**src/rtl/dmem_arb_pkg.sv**
```systemverilog
// Shared types and default sizing for the data-memory arbiter.
// Top-level parameters default to the constants here.
package dmem_arb_pkg;

  localparam int DEF_DATA_WIDTH = 32;
  localparam int DEF_ADDR_WIDTH = 8;
  localparam int DEF_LEN_WIDTH  = 4;
  localparam int DEF_MAX_WAIT   = 4;

  typedef enum logic {
    IDLE  = 1'b0,
    BURST = 1'b1
  } arbState_e;

  // Width needed to count 0..maxWait inclusive.
  function automatic int waitWidth(input int maxWait);
    return (maxWait < 1) ? 1 : $clog2(maxWait + 1);
  endfunction

endpackage

```
**src/rtl/dmem_burst_ctr.sv**
```systemverilog
// Loadable burst address / beat counter. The address wraps modulo 2^ADDR_WIDTH;
// lastBeat flags the final beat of the loaded burst.
module dmem_burst_ctr #(
  parameter int ADDR_WIDTH = 8,
  parameter int LEN_WIDTH  = 4
) (
  input  logic                  clk,
  input  logic                  reset,
  input  logic                  load,
  input  logic                  step,
  input  logic [ADDR_WIDTH-1:0] loadAddr,
  input  logic [LEN_WIDTH-1:0]  loadLen,
  output logic [ADDR_WIDTH-1:0] addr,
  output logic                  lastBeat
);

  logic [ADDR_WIDTH-1:0] addr_r;
  logic [LEN_WIDTH-1:0]  beatsLeft_r;

  // Address and remaining-beat registers; load wins over step.
  always_ff @(posedge clk) begin
    if (!reset) begin
      addr_r      <= {ADDR_WIDTH{1'b0}};
      beatsLeft_r <= {LEN_WIDTH{1'b0}};
    end else if (load) begin
      addr_r      <= loadAddr;
      beatsLeft_r <= loadLen;
    end else if (step) begin
      addr_r <= addr_r + {{(ADDR_WIDTH-1){1'b0}}, 1'b1};
      // Hold at zero after the final beat rather than wrapping.
      if (beatsLeft_r != {LEN_WIDTH{1'b0}}) begin
        beatsLeft_r <= beatsLeft_r - {{(LEN_WIDTH-1){1'b0}}, 1'b1};
      end else begin
        beatsLeft_r <= beatsLeft_r;
      end
    end else begin
      addr_r      <= addr_r;
      beatsLeft_r <= beatsLeft_r;
    end
  end

  assign addr     = addr_r;
  assign lastBeat = (beatsLeft_r == {LEN_WIDTH{1'b0}});

endmodule

```
**src/rtl/dmem_arbiter.sv**
```systemverilog
// Shares the data-memory port between the MEM stage (priority) and a burst DMA.
// A wait counter forces a DMA beat, stalling the core, after MAX_WAIT losses in a row.
module dmem_arbiter
  import dmem_arb_pkg::*;
#(
  parameter int DATA_WIDTH = DEF_DATA_WIDTH,
  parameter int ADDR_WIDTH = DEF_ADDR_WIDTH,
  parameter int LEN_WIDTH  = DEF_LEN_WIDTH,
  parameter int MAX_WAIT   = DEF_MAX_WAIT
) (
  input  logic                  clk,
  input  logic                  reset,
  input  logic                  core_mem_read,
  input  logic                  core_mem_write,
  input  logic [ADDR_WIDTH-1:0] core_addr,
  input  logic [DATA_WIDTH-1:0] core_wdata,
  output logic [DATA_WIDTH-1:0] core_rdata,
  output logic                  core_stall,
  input  logic                  dma_req,
  input  logic                  dma_we,
  input  logic [ADDR_WIDTH-1:0] dma_addr,
  input  logic [LEN_WIDTH-1:0]  dma_len,
  input  logic [DATA_WIDTH-1:0] dma_wdata,
  output logic [DATA_WIDTH-1:0] dma_rdata,
  output logic                  dma_gnt,
  output logic                  dma_done,
  output logic                  dma_busy,
  output logic [ADDR_WIDTH-1:0] ram_addr,
  output logic [DATA_WIDTH-1:0] ram_wdata,
  output logic                  ram_we,
  output logic                  ram_re,
  input  logic [DATA_WIDTH-1:0] ram_rdata
);

  localparam int WaitW = waitWidth(MAX_WAIT);
  localparam logic [WaitW-1:0] WaitLimit = WaitW'(MAX_WAIT);

  arbState_e             state_r, stateNext_s;
  logic [WaitW-1:0]      waitCnt_r, waitNext_s;
  logic                  dmaWe_r;
  logic                  done_r, doneNext_s;
  logic                  coreAct_s, coreServ_s, beat_s, load_s;
  logic [ADDR_WIDTH-1:0] burstAddr_s;
  logic                  lastBeat_s;

  assign coreAct_s = core_mem_read | core_mem_write;

  dmem_burst_ctr #(
    .ADDR_WIDTH(ADDR_WIDTH),
    .LEN_WIDTH (LEN_WIDTH)
  ) uBurstCtr (
    .clk     (clk),
    .reset   (reset),
    .load    (load_s),
    .step    (beat_s),
    .loadAddr(dma_addr),
    .loadLen (dma_len),
    .addr    (burstAddr_s),
    .lastBeat(lastBeat_s)
  );

  // State, wait counter, latched direction and the done pulse.
  always_ff @(posedge clk) begin
    if (!reset) begin
      state_r   <= IDLE;
      waitCnt_r <= {WaitW{1'b0}};
      dmaWe_r   <= 1'b0;
      done_r    <= 1'b0;
    end else begin
      state_r   <= stateNext_s;
      waitCnt_r <= waitNext_s;
      dmaWe_r   <= load_s ? dma_we : dmaWe_r;
      done_r    <= doneNext_s;
    end
  end

  // Next-state and arbitration decision.
  always_comb begin
    stateNext_s = state_r;
    waitNext_s  = waitCnt_r;
    doneNext_s  = 1'b0;
    load_s      = 1'b0;
    coreServ_s  = 1'b0;
    beat_s      = 1'b0;
    core_stall  = 1'b0;
    case (state_r)
      IDLE: begin
        coreServ_s = coreAct_s;
        if (dma_req) begin
          load_s      = 1'b1;
          waitNext_s  = {WaitW{1'b0}};
          stateNext_s = BURST;
        end else begin
          stateNext_s = IDLE;
        end
      end
      BURST: begin
        if (!coreAct_s) begin
          beat_s     = 1'b1;
          waitNext_s = {WaitW{1'b0}};
        end else if (waitCnt_r < WaitLimit) begin
          coreServ_s = 1'b1;
          waitNext_s = waitCnt_r + {{(WaitW-1){1'b0}}, 1'b1};
        end else begin
          beat_s     = 1'b1;
          core_stall = 1'b1;
          waitNext_s = {WaitW{1'b0}};
        end
        if (beat_s && lastBeat_s) begin
          stateNext_s = IDLE;
          doneNext_s  = 1'b1;
        end else begin
          stateNext_s = BURST;
        end
      end
      default: begin
        stateNext_s = IDLE;
        waitNext_s  = {WaitW{1'b0}};
      end
    endcase
  end

  // RAM port and read-data steering for whichever side owns this cycle.
  always_comb begin
    ram_addr   = {ADDR_WIDTH{1'b0}};
    ram_wdata  = {DATA_WIDTH{1'b0}};
    ram_we     = 1'b0;
    ram_re     = 1'b0;
    core_rdata = {DATA_WIDTH{1'b0}};
    dma_rdata  = {DATA_WIDTH{1'b0}};
    if (coreServ_s) begin
      ram_addr   = core_addr;
      ram_wdata  = core_wdata;
      ram_we     = core_mem_write;
      ram_re     = core_mem_read;
      core_rdata = ram_rdata;
    end else if (beat_s) begin
      ram_addr  = burstAddr_s;
      ram_wdata = dma_wdata;
      ram_we    = dmaWe_r;
      ram_re    = ~dmaWe_r;
      dma_rdata = ram_rdata;
    end else begin
      ram_addr = {ADDR_WIDTH{1'b0}};
    end
  end

  assign dma_gnt  = beat_s;
  assign dma_done = done_r;
  assign dma_busy = (state_r == BURST);

endmodule

```
**config.mk**
```make
export PLATFORM = sky130hd
export DESIGN_NAME = dmem_arbiter
export DESIGN_NICKNAME = d
export VERILOG_FILES = /design/src/rtl/dmem_arb_pkg.sv /design/src/rtl/dmem_burst_ctr.sv /design/src/rtl/dmem_arbiter.sv
export SDC_FILE = /design/constraint.sdc
export NUM_CORES = 1
export LEC_CHECK = 0
export CORE_AREA = 2 2 90 92
export DETAILED_ROUTE_END_ITERATION = 16
export DIE_AREA = 0 0 92 94
export DONT_BUFFER_PORTS = 1
export HOLD_SLACK_MARGIN = 0.1
export PLACE_DENSITY_LB_ADDON = 0.12
export SETUP_SLACK_MARGIN = 0.15
export SLEW_MARGIN = 20
export SYNTH_ARGS = -nofsm -noshare
export SYNTH_HDL_FRONTEND = slang
export SYNTH_SLANG_ARGS = --single-unit
```
**constraint.sdc**
```tcl
create_clock -name clk -period 1.6 [get_ports clk]
set_input_delay 0.16 -clock clk [delete_from_list [all_inputs] [get_ports clk]]
set_output_delay 0.16 -clock clk [all_outputs]
set_load 0.01 [all_outputs]
```
==> flow_summary.toml <==
[status]
status = "complete, but fails checks"
violations = "setup timing"

[yosys]
syn_avg_cell_area_sq_um = 7.592
synth.area.top_cells = "and2_1 (22%), dfxtp_1 (19%), a22o_1 (18%)"
synth_top_area_share_pct = 22.08
ys_seq_area_share_pct = 18.98
synth.distinct_cells = 43
synthCells = 250
synth_ff_type = "dfxtp_1"
ys_warn_count = 0
ys_ff_latch = 18
synthArstFlopShare_pct = 0
netlist_area_sq_mm = 0.001898
yosys.area.top_type = "and2_1"
synth_edf_count = 0
syn-num-nets = 376

[layout]
diodes = 0
syn_to_final_growth_pct = 65.39
final_common_cell = "and2_4"
fin_area_sq_mm = 0.003139
drive_gt1_share_pct = 50.35
layout_common_cells = "and2_4 (36), a22o_4 (35), and2_1 (31)"
layout.nets = 410

[clock_network]
ctsRootBufferMaster = "clkbuf_8"
clockBufferDepth = 2
insertion_delay_ps = 250
cts_tree = "built"
cts_sinks = 18
h-tree-depth = 1
path_clk_slew_ps = 70
cts_buffers = 3

[timing]
post-route-min-period_ps = 1615
whs_ps = 104.4
fin_crit_sh_pct = 100.9
final-max-slew-violation-count = 0
fin_skew_ps = 4.060
finalHoldViolCount = 0
rsz0062_at_grt = "true"
tightest_slew_ps = 693.7
setup_viol = 4
fmax_mhz = 619.2
setup_ws_ps = -15.01
max_slew_margin_pct = 53.76

[placement]
dpl_cell_area_sq_mm = 0.002111
dp_slack_ps = 82.12
port_buffers = 0
dpl.hpwl_um = 7487
gp_congestion = 0.7885

[run]
maxCapViolations = 0

[die]
die_area_sq_mm = 0.008648
dieHeight_um = 94
rows = 32
die_width_um = 92
ioPinCount = 232
core_region_area_sq_mm = 0.007607
start_util_pct = 24.95

[critical_path]
start_kind = "flop"
worstPathRequired_ps = 1440
crit_arrival_ps = 1460
critPathCaptureType = "primary output"
crit_path_max_incr_delay_ps = 360
critical_path_buf_inv_count = 4
path_class = "flop to primary output"
path_delay_family = "buffers and inverters"
cp_slowest_cell = "dfxtp_4"
crit_top_cell = "buf_6"
crit_path_max_fanout = 5
crit_chain = "buf_12 -> a21oi_4 -> buf_6 -> buf_8 -> a22o_4 -> buf_6"

[power]
p_per_area_mw_per_mm2 = 581.3
p_leak_nw = 1.318
total_power_mw = 1.825
ir_worst_vdd_mv = 0.2832

[grt]
grt_pass1_vias = 2087
grt_pass1_wl_um = 13610
grt_util_all_layers_pct = 21.49
overflow = 0
grt_max_degree = 20
grt_antenna_before_repair = 0

[detailed_routing]
dr.pass1.iters = 4
vias = 2188
wl_per_cell_um = 27.06
viasPerCell = 5.698
ant_nets = 0
drc = 0
drt-total-wl_um = 10390
initialDrtViolationCount = 70

[hold_path]
hold_path_class = "primary input to flop"
## logic make-up after synthesis
group | synth area share (%)
flip-flops | 18.99
AO/OA/AOI/OAI | 35.66
AND/OR/NAND/NOR | 35.20
adder cells (fa/ha/maj) | 2.637
buffers and inverters | 7.514
## cell usage after synthesis, drive strengths merged (7+ instances only)
cell type and instances:
and2 67, a22o 39, dfxtp 18, o21ai 17, buf 14, a21oi 13
nand2 13, nor2 11, clkbuf 7
## flip-flops by register name (all words and copies together) (netlist names)
name	cells
dmaWe_r	1
dma_busy	1
dma_done	1
uBurstCtr.addr	8
uBurstCtr.beatsLeft_r	4
waitCnt_r	3
## final timing paths
check,startpoint,to,slack (ps),depth (start not counted)
worst max register to register,dma_busy,uBurstCtr.addr[7],160,7
worst min register to register,dmaWe_r,dmaWe_r,510,2
worst min-delay path,dma_len[2],uBurstCtr.beatsLeft_r[2],100,2
worst max-delay path,dma_busy,ram_wdata[17],-20,6
## layer usage
metal | up-vias | GRT usage, % | share of wire (%)
li1 | 970 | - | -
met1 | 1069 | 26.34 | 40
met2 | 143 | 31.31 | 43
met3 | 6 | 15.41 | 16
met4 | 0 | 2.736 | 0.40
met5 | - | 0 | 0
## repair_timing
item / 4_1_cts / 5_1_grt
pin swaps: 23 / 25
gates resized for setup: 112 / 16
hold buffers: 5 / 0
hold endpoints to repair: 17 / 0
cloned: 5 / 4
setup buffers: 11 / 6
endpoints found under the setup margin: 105 / 118
## power by group
group          internal, mW  switching [mW]
sequential            0.485          0.0411
clock                 0.167           0.155
combinational         0.515           0.462
## per-stage QoR
stage	util (%)	instances	TNS (ps)
2_1_floorplan	-	250	0
6_report	41.27	384	-21.68
4_1_cts	38.60	374	-130.1
5_1_grt	41.27	384	-1257
3_5_place_dp	27.75	350	0
3_3_place_gp	27.75	350	0
## area by class of cell
type | count | area, sq um
Timing Repair Buffer | 50 | 708.2
Inverter | 4 | 20.02
Tap cell | 102 | 127.6
Multi-Input combinational cell | 207 | 1874
Sequential cell | 18 | 367.9
Fill cell | 740 | 4468
Clock buffer | 3 | 41.29
Note: power is estimated with default switching activity, not from simulation.
